### config.mk
export PLATFORM = sky130hd
export DESIGN_NAME = matrix_op_sequencer_flat
export DESIGN_NICKNAME = d
export VERILOG_FILES = /design/src/rtl/matrix_op_sequencer_if.sv /design/src/rtl/matrix_op_sequencer.sv /design/src/flat_wrapper.sv
export SDC_FILE = /design/constraint.sdc
export NUM_CORES = 1
export LEC_CHECK = 0
export CAP_MARGIN = 30
export CORE_AREA = 8 8 420 422
export CTS_CLUSTER_SIZE = 30
export DETAILED_ROUTE_END_ITERATION = 12
export DIE_AREA = 0 0 428 430
export MAX_ROUTING_LAYER = met4
export SLEW_MARGIN = 20
export SYNTH_ARGS = -nofsm -noshare
export SYNTH_HDL_FRONTEND = slang
export SYNTH_SLANG_ARGS = --single-unit
### constraint.sdc
create_clock -name clk -period 3.7 [get_ports clk]
set_clock_uncertainty 0.2 [all_clocks]
set_input_delay 0.74 -clock clk [delete_from_list [all_inputs] [get_ports clk]]
set_output_delay 0.74 -clock clk [all_outputs]
set_load 0.005 [all_outputs]
### src/rtl/matrix_op_sequencer_if.sv
// Bundle of the sequencer's command, line, arithmetic-unit and result channels.
// Latency: none (signal bundle only).
// Backpressure: valid/ready pairs on the op, line and result channels; au_ready is a plain strobe.
interface matrix_op_sequencer_if;
  logic         op_valid;
  logic [1:0]   op_code;
  logic         op_ready;
  logic         line_valid;
  logic [31:0]  line_data;
  logic         line_ready;
  logic [255:0] matrix_a;
  logic [255:0] matrix_b;
  logic [7:0]   readed_lines_count;
  logic         add;
  logic         sub;
  logic         mult;
  logic         au_reset;
  logic         au_ready;
  logic [255:0] au_result;
  logic         result_valid;
  logic [255:0] result_data;
  logic         result_err;
  logic         result_ready;

  // Sequencer side
  modport master (
    input  op_valid, op_code, line_valid, line_data, au_ready, au_result, result_ready,
    output op_ready, line_ready, matrix_a, matrix_b, readed_lines_count,
           add, sub, mult, au_reset, result_valid, result_data, result_err
  );

  // Environment side (command source, line source, arithmetic unit, result sink)
  modport slave (
    output op_valid, op_code, line_valid, line_data, au_ready, au_result, result_ready,
    input  op_ready, line_ready, matrix_a, matrix_b, readed_lines_count,
           add, sub, mult, au_reset, result_valid, result_data, result_err
  );
endinterface

### src/rtl/matrix_op_sequencer.sv
// Runs one matrix op: accept a command, load 16 rows into A/B, drive the arithmetic unit, return its result.
// Latency: EXEC starts the cycle after the 16th row; result_valid rises one cycle after au_ready is sampled.
// Backpressure: op_ready only in IDLE, line_ready only in LOAD; the result is held in DONE until result_ready.
module matrix_op_sequencer #(
  parameter int TIMEOUT = 64
) (
  input logic                   clk,
  input logic                   reset,
  matrix_op_sequencer_if.master bus
);

  localparam logic [1:0] S_IDLE = 2'd0;
  localparam logic [1:0] S_LOAD = 2'd1;
  localparam logic [1:0] S_EXEC = 2'd2;
  localparam logic [1:0] S_DONE = 2'd3;

  localparam logic [1:0] OP_ADD  = 2'b00;
  localparam logic [1:0] OP_SUB  = 2'b01;
  localparam logic [1:0] OP_MULT = 2'b10;
  localparam logic [1:0] OP_ILL  = 2'b11;

  localparam logic [7:0] WAIT_LAST = 8'(TIMEOUT - 1);

  logic [1:0]   state_q, state_d;
  logic [1:0]   op_q, op_d;
  logic [255:0] mat_a_q, mat_a_d;
  logic [255:0] mat_b_q, mat_b_d;
  logic [255:0] res_data_q, res_data_d;
  logic [7:0]   cnt_q, cnt_d;
  logic [7:0]   wait_q, wait_d;
  logic         res_err_q, res_err_d;
  logic         au_reset_q, au_reset_d;
  logic         op_ready_q, line_ready_q, res_valid_q;
  logic         add_q, sub_q, mult_q;

  logic         op_fire, line_fire, res_fire;
  logic [7:0]   row_msb;

  assign op_fire   = bus.op_valid & op_ready_q;
  assign line_fire = bus.line_valid & line_ready_q;
  assign res_fire  = bus.result_ready & res_valid_q;
  // Row k of each operand lands MSB-first: row 0 occupies [255:224]
  assign row_msb   = 8'd255 - {cnt_q[2:0], 5'd0};

  // Next-state, operand loading, wait counter and result capture
  always_comb begin
    state_d    = state_q;
    op_d       = op_q;
    mat_a_d    = mat_a_q;
    mat_b_d    = mat_b_q;
    res_data_d = res_data_q;
    cnt_d      = cnt_q;
    wait_d     = wait_q;
    res_err_d  = res_err_q;
    au_reset_d = 1'b0;
    case (state_q)
      S_IDLE: begin
        if (op_fire) begin
          if (bus.op_code == OP_ILL) begin
            // Illegal command never touches the arithmetic unit
            res_err_d  = 1'b1;
            res_data_d = '0;
            state_d    = S_DONE;
          end else begin
            op_d       = bus.op_code;
            mat_a_d    = '0;
            mat_b_d    = '0;
            cnt_d      = '0;
            au_reset_d = 1'b1;
            state_d    = S_LOAD;
          end
        end
      end
      S_LOAD: begin
        if (line_fire) begin
          if (!cnt_q[3]) mat_a_d[row_msb -: 32] = bus.line_data;
          else           mat_b_d[row_msb -: 32] = bus.line_data;
          cnt_d = cnt_q + 8'd1;
          if (cnt_q == 8'd15) begin
            wait_d  = '0;
            state_d = S_EXEC;
          end
        end
      end
      S_EXEC: begin
        // A result arriving on the timeout cycle still counts as success
        if (bus.au_ready) begin
          res_data_d = bus.au_result;
          res_err_d  = 1'b0;
          state_d    = S_DONE;
        end else if (wait_q == WAIT_LAST) begin
          res_data_d = '0;
          res_err_d  = 1'b1;
          state_d    = S_DONE;
        end else begin
          wait_d = wait_q + 8'd1;
        end
      end
      S_DONE: begin
        if (res_fire) begin
          cnt_d   = '0;
          state_d = S_IDLE;
        end
      end
      default: state_d = S_IDLE;
    endcase
  end

  // State registers; handshake and op-select outputs are registered from the next state
  always_ff @(posedge clk or negedge reset) begin
    if (!reset) begin
      state_q      <= S_IDLE;
      op_q         <= OP_ADD;
      mat_a_q      <= '0;
      mat_b_q      <= '0;
      res_data_q   <= '0;
      cnt_q        <= '0;
      wait_q       <= '0;
      res_err_q    <= 1'b0;
      au_reset_q   <= 1'b0;
      op_ready_q   <= 1'b0;
      line_ready_q <= 1'b0;
      res_valid_q  <= 1'b0;
      add_q        <= 1'b0;
      sub_q        <= 1'b0;
      mult_q       <= 1'b0;
    end else begin
      state_q      <= state_d;
      op_q         <= op_d;
      mat_a_q      <= mat_a_d;
      mat_b_q      <= mat_b_d;
      res_data_q   <= res_data_d;
      cnt_q        <= cnt_d;
      wait_q       <= wait_d;
      res_err_q    <= res_err_d;
      au_reset_q   <= au_reset_d;
      op_ready_q   <= (state_d == S_IDLE);
      line_ready_q <= (state_d == S_LOAD);
      res_valid_q  <= (state_d == S_DONE);
      add_q        <= (state_d == S_EXEC) && (op_d == OP_ADD);
      sub_q        <= (state_d == S_EXEC) && (op_d == OP_SUB);
      mult_q       <= (state_d == S_EXEC) && (op_d == OP_MULT);
    end
  end

  assign bus.op_ready           = op_ready_q;
  assign bus.line_ready         = line_ready_q;
  assign bus.matrix_a           = mat_a_q;
  assign bus.matrix_b           = mat_b_q;
  assign bus.readed_lines_count = cnt_q;
  assign bus.add                = add_q;
  assign bus.sub                = sub_q;
  assign bus.mult               = mult_q;
  assign bus.au_reset           = au_reset_q;
  assign bus.result_valid       = res_valid_q;
  assign bus.result_data        = res_data_q;
  assign bus.result_err         = res_err_q;

endmodule

### src/flat_wrapper.sv
// flat-port wrapper written by rule: the top's interface ports become plain ports
module matrix_op_sequencer_flat 
#(
  parameter int TIMEOUT = 64
)
  (clk, reset, bus_op_valid, bus_op_code, bus_line_valid, bus_line_data, bus_au_ready, bus_au_result, bus_result_ready, bus_op_ready, bus_line_ready, bus_matrix_a, bus_matrix_b, bus_readed_lines_count, bus_add, bus_sub, bus_mult, bus_au_reset, bus_result_valid, bus_result_data, bus_result_err);
  matrix_op_sequencer_if bus_i ();
  input logic clk;
  input logic reset;
  input wire logic [$bits(bus_i.op_valid)-1:0] bus_op_valid;
  input wire logic [$bits(bus_i.op_code)-1:0] bus_op_code;
  input wire logic [$bits(bus_i.line_valid)-1:0] bus_line_valid;
  input wire logic [$bits(bus_i.line_data)-1:0] bus_line_data;
  input wire logic [$bits(bus_i.au_ready)-1:0] bus_au_ready;
  input wire logic [$bits(bus_i.au_result)-1:0] bus_au_result;
  input wire logic [$bits(bus_i.result_ready)-1:0] bus_result_ready;
  output wire logic [$bits(bus_i.op_ready)-1:0] bus_op_ready;
  output wire logic [$bits(bus_i.line_ready)-1:0] bus_line_ready;
  output wire logic [$bits(bus_i.matrix_a)-1:0] bus_matrix_a;
  output wire logic [$bits(bus_i.matrix_b)-1:0] bus_matrix_b;
  output wire logic [$bits(bus_i.readed_lines_count)-1:0] bus_readed_lines_count;
  output wire logic [$bits(bus_i.add)-1:0] bus_add;
  output wire logic [$bits(bus_i.sub)-1:0] bus_sub;
  output wire logic [$bits(bus_i.mult)-1:0] bus_mult;
  output wire logic [$bits(bus_i.au_reset)-1:0] bus_au_reset;
  output wire logic [$bits(bus_i.result_valid)-1:0] bus_result_valid;
  output wire logic [$bits(bus_i.result_data)-1:0] bus_result_data;
  output wire logic [$bits(bus_i.result_err)-1:0] bus_result_err;
  assign bus_i.op_valid = bus_op_valid;
  assign bus_i.op_code = bus_op_code;
  assign bus_i.line_valid = bus_line_valid;
  assign bus_i.line_data = bus_line_data;
  assign bus_i.au_ready = bus_au_ready;
  assign bus_i.au_result = bus_au_result;
  assign bus_i.result_ready = bus_result_ready;
  assign bus_op_ready = bus_i.op_ready;
  assign bus_line_ready = bus_i.line_ready;
  assign bus_matrix_a = bus_i.matrix_a;
  assign bus_matrix_b = bus_i.matrix_b;
  assign bus_readed_lines_count = bus_i.readed_lines_count;
  assign bus_add = bus_i.add;
  assign bus_sub = bus_i.sub;
  assign bus_mult = bus_i.mult;
  assign bus_au_reset = bus_i.au_reset;
  assign bus_result_valid = bus_i.result_valid;
  assign bus_result_data = bus_i.result_data;
  assign bus_result_err = bus_i.result_err;
  matrix_op_sequencer #(.TIMEOUT(TIMEOUT)) u_core (.clk(clk), .reset(reset), .bus(bus_i));
endmodule
[Word level (Yosys, flattened, before mapping)]
Index checks and enable logic that the tools add are counted.
Word-level totals
  bits in registers: 796
  logic and storage cells: 105
  input bits: 296
Cells by class
  reduce and logical (&&, ||, !) cells: 15
  add/subtract/negate cells: 4
  bitwise gates (word level): 3
  multiplexer cells: 44
  eq/ne operators: 22
  shifts and indexed selects: 2
Operators with widths (count)
  two-way mux 256 bit: 10
  one-hot mux 256 bit (2 select lines): 3
  bitwise mux 256 bit: 2
  variable shift 32 x 10 -> 287 bit, first input constant: 1
  variable part select 32 x 10 -> 287 bit: 1
  two-way mux 8 bit: 8
  one-hot mux 8 bit (3 select lines): 1
  two-way mux 2 bit: 10
  AND reduction 5 bit: 4
  adder 8 x 1 -> 8 bit, second input constant: 2
  one-hot mux 8 bit (2 select lines): 1
  equality test 2 bit, second input constant: 6
  inequality test 2 x 1 -> 1 bit, second input constant: 6
  negation 8 -> 10 bit: 1
  equality test 8 x 4 -> 1 bit, second input constant: 1
  equality test 8 x 6 -> 1 bit, second input constant: 1
  inequality test 2 bit, second input constant: 4
  one-hot mux 2 bit (4 select lines): 1
  subtractor 8 bit, first input constant: 1
  two-way mux 1 bit: 7
  equality test 2 x 1 -> 1 bit, second input constant: 3
  logical NOT 2 bit: 3
  nonzero test 2 bit: 3
  AND reduction 4 bit: 1
  other kinds (5): 9

[Depth between registers and ports, before layout]
  depth in word-level cells: 7
  gate-level depth with buffers: 9

[Worst setup path after synthesis]
Ideal clock, no wire load.
  path kind: input to register
  start: input port bus_op_code[1]
  end: register u_core.mat_a_q[100] (netlist: u_core.bus.matrix_a[100])
  setup slack: 1300 ps
  required time: 3379 ps
  buffers on the path: 4
  arrival: 2079 ps
  library setup time: 121 ps
  stages: 8
  cell sequence: and3b_1 -> o21bai_1 -> buf_2 -> buf_2 -> buf_4 -> nand3_1 -> clkbuf_1 -> a22o_1
Between the ends
  cells in the longest elaborated chain, start to end: 3
RTL lines
  start: declaration: line flat_wrapper.sv:11  | input wire logic [$bits(bus_i.op_code)-1:0] bus_op_code;
  equality test 2 bit: line matrix_op_sequencer.sv:59  | if (bus.op_code == OP_ILL) begin
  inequality test 2 bit (no line)
  AND reduction 5 bit (no line)
  end signal: assignment: line matrix_op_sequencer.sv:130  | mat_a_q <= mat_a_d;
  end: declaration: line matrix_op_sequencer.sv:26  | logic [255:0] mat_a_q, mat_a_d;
Every way passes these cells.
A chain may end at the register's enable or synchronous reset.

[Worst setup path after layout]
  start: register u_core.cnt_q[2] (netlist: u_core.bus.readed_lines_count[2])
  end: output port bus_readed_lines_count[2]
RTL lines
  start: declaration: line matrix_op_sequencer.sv:29  | logic [7:0] cnt_q, cnt_d;
  start signal: assignment: line matrix_op_sequencer.sv:133  | cnt_q <= cnt_d;
  end: declaration: line flat_wrapper.sv:21  | output wire logic [$bits(bus_i.readed_lines_count)-1:0] bus_readed_lines_count;
No word-level cell between the ends.

==> flow_summary.json <==
{
  "status": "completed",
  "drive_gt1_share_pct": 7.91,
  "hold_viol": 0,
  "arrival_ns": 2.24,
  "whs_ns": 0.194,
  "grt_max_degree": 146,
  "vdd_drop_max_mv": 0.415,
  "switching_power_mw": 10.7,
  "grt_setup_unrepaired": "false",
  "grt_overflow_total": 0,
  "period_needed_ns": 3.18,
  "cp_num_cells": 1,
  "cp_cell_sequence": "clkdlybuf4s50_1",
  "antenna_found_initial": 18,
  "cp_top_family": "buffers and inverters",
  "power.leakage_nw": 19.7,
  "synth.avg_cell_area_um2": 11.4,
  "syn_to_final_growth_pct": 57.6,
  "viasPerCell": 4.19,
  "num_io_pins": 1080,
  "synth_top_area_cell": "dfrtp_1",
  "cts_buffer_depth": 3,
  "cts_max_level": 3,
  "die_x_um": 428,
  "hold_path_class": "in -> reg",
  "cap_violations": 0,
  "p_sw_share_pct": 33.1,
  "r2r-start": "u_core.state_q[0]",
  "synth-edff-count": 0,
  "wl_um": 150000,
  "worst_pin_slew_ns": 1.03,
  "clk_pin_slew_ns": 0.06,
  "cts_buffers": 90,
  "synth_ff_type": "dfrtp_1",
  "critPathMaxFanout": 14,
  "portBuffers": 1079,
  "initial_core_util_pct": 17.4,
  "startpoint": "u_core.bus.readed_lines_count[2]",
  "power.density_mw_per_mm2": 691,
  "synth_area_mm2": 0.0297,
  "synth-seq-cells": 796,
  "syn-num-nets": 2907,
  "drtAntennaViolNets": 0,
  "mostFrequentLayoutCells": "clkdlybuf4s50_1, dfrtp_1, nand2_1",
  "startpoint_type": "register",
  "finalSetupTns_ns": 0,
  "ys_warn_count": 0,
  "cts_resized": 0,
  "p_int_mw": 21.6,
  "maxSlewViolCount": 0,
  "cp.required_ns": 2.76,
  "synth_area_leaders": "dfrtp_1, a22o_1, nand2_1, o21ai_0, clkbuf_1",
  "r2r_end": "u_core.bus.matrix_b[174]",
  "r2r_cells": 5,
  "yosys.cell_types.count": 49,
  "synth_seq_area_share_pct": 67.2,
  "track_usage_pct": 16.1,
  "core_area_mm2": 0.170,
  "rrSetupSlack_ns": 0.62,
  "crit_path_top_delay_cell": "clkdlybuf4s50_1",
  "final_core_util_pct": 27.5,
  "final_common_cell": "clkdlybuf4s50_1",
  "drc": 0,
  "postCtsSetupBuffers": 0,
  "path_class": "reg -> out",
  "crit_buf_inv": 1,
  "endpoint": "bus_readed_lines_count[2]",
  "die-area_mm2": 0.184,
  "dpl.hpwl_um": 114000,
  "min_from": "bus_line_data[15]",
  "cts.sinks": 796,
  "detailedRoute.firstIterationViolations": 1783,
  "max_stage_delay_ns": 0.85,
  "power.share.combinational_pct": 33.0,
  "cts_tree": "built",
  "pwr-share-seq_pct": 37.8,
  "first_pass_iters": 6,
  "drt-wirelength-per-cell_um": 25.1,
  "via_count": 25000,
  "p_clk_share_pct": 29.2,
  "core.rowCount": 152,
  "synthArstFlopShare_pct": 100,
  "root_buffer": "clkbuf_16",
  "grt_first_pass_wirelength_um": 208000,
  "finalSetupViolCount": 0,
  "yosysTopAreaCellShare_pct": 67.2,
  "worstSetupEndpointType": "output port",
  "relSlewSlack_pct": 31.2,
  "grt_pass1_vias": 26100,
  "nets": 3961,
  "gp_congestion": 0.831,
  "syn_inst": 2604,
  "clock_latency_ns": 0.73,
  "fmaxAchievable_ghz": 0.314,
  "filler_cell_count": 17700,
  "die_h_um": 430,
  "min_period_over_period_pct": 86.0
}
-- power by group through the flow --
stage | Clock, mW | Combinational [mW] | Sequential, mW
global placement | 0 | 10.9 | 12.3
global route | 10.0 | 11.4 | 12.4
CTS | 9.65 | 11.0 | 12.2
detailed placement | 0 | 11.0 | 12.3
floorplan | 0 | 3.39 | 12.1
finish | 9.43 | 10.7 | 12.2
-- metal layers --
| metal | wire length, um | GRT usage (%) | vias to the layer above |
|---|---|---|---|
| met3 | 9190 | 3.94 | 232 |
| li1 | - | - | 11200 |
| met4 | 7540 | 7.40 | 0 |
| met1 | 53100 | 16.4 | 12500 |
| met2 | 80000 | 29.0 | 1051 |
| met5 | 0 | - | - |
-- how the worst min path moves through the flow --
stage / to / slack (ns) / cells past startpoint
final: u_core.bus.matrix_b[47] / 0.19 / 3
after global routing: u_core.bus.matrix_b[47] / 0.19 / 3
after CTS: u_core.bus.matrix_b[47] / 0.16 / 3
after detailed placement: u_core.bus.matrix_b[188] / 0.27 / 2
after global placement: u_core.bus.matrix_b[181] / 0.26 / 2
after floorplan: u_core.bus.add / 0.24 / 0
-- through the flow --
step	setup slack (ns)	cells	total power, mW	area [um2]
2_1_floorplan	1.30	2604	15.5	29700
6_report	0.517	5975	32.3	46700
3_3_place_gp	0.518	5795	23.1	43500
5_1_grt	0.316	5973	33.8	46700
4_1_cts	0.340	5962	32.8	46700
3_5_place_dp	0.490	5798	23.3	43600
-- synthesized netlist by cell type (5+ instances only) --
cell and instances:
a21oi_1 9, a22o_1 398, and3_1 12, buf_1 13
buf_2 35, clkbuf_1 176, dfrtp_1 796, ha_1 7
inv_1 45, nand2_1 592, nand3_1 54, nor2_1 13
nor3_1 6, o21ai_0 387, o21ai_1 5, o31ai_1 5
or3_1 6
-- area by class of cell --
type / count / area [um2] / share of cell area (%)
Tap cell: 2233 / 2790 / 5.98
Multi-Input combinational cell: 1535 / 8810 / 18.9
Antenna cell: 13 / 32.5 / 0.0696
Clock buffer: 134 / 2610 / 5.58
Timing Repair Buffer: 1190 / 11900 / 25.4
Sequential cell: 796 / 19900 / 42.6
Clock inverter: 29 / 522 / 1.12
Inverter: 45 / 169 / 0.361
-- sequential cells by signal, summed over array words and instances (netlist names) --
| signal | cells |
|---|---|
| u_core.bus.add | 1 |
| u_core.bus.au_reset | 1 |
| u_core.bus.line_ready | 1 |
| u_core.bus.matrix_a | 256 |
| u_core.bus.matrix_b | 256 |
| u_core.bus.mult | 1 |
| u_core.bus.op_ready | 1 |
| u_core.bus.readed_lines_count | 8 |
| u_core.bus.result_data | 256 |
| u_core.bus.result_err | 1 |
| u_core.bus.result_valid | 1 |
| u_core.bus.sub | 1 |
| u_core.op_q | 2 |
| u_core.state_q | 2 |
| u_core.wait_q | 8 |
-- timing repair --
action / in CTS / in global routing
setup endpoints to repair: 0 / 0
endpoints found under the hold margin: 38 / 0
hold buffers: 1 / 0
-- cell families after synthesis --
| group | after synthesis | synth area share (%) |
|---|---|---|
| simple gates | 705 | 9.70 |
| compound gates | 822 | 19.1 |
| flops | 796 | 67.2 |
| mux | 1 | 0.0380 |
| fa+ha+maj | 7 | 0.295 |
| buf+inv | 273 | 3.66 |
-- worst reg2reg max path, delay by kind of cell, from the launching register on --
kind / cells / cell delay (ns)
AOI/OAI and AO/OA: 2 / 0.81
and+or+nand+nor: 2 / 0.75
DFF: 1 / 0.63
buffers and inverters: 1 / 0.52
Note: power is estimated with default switching activity, not from simulation.
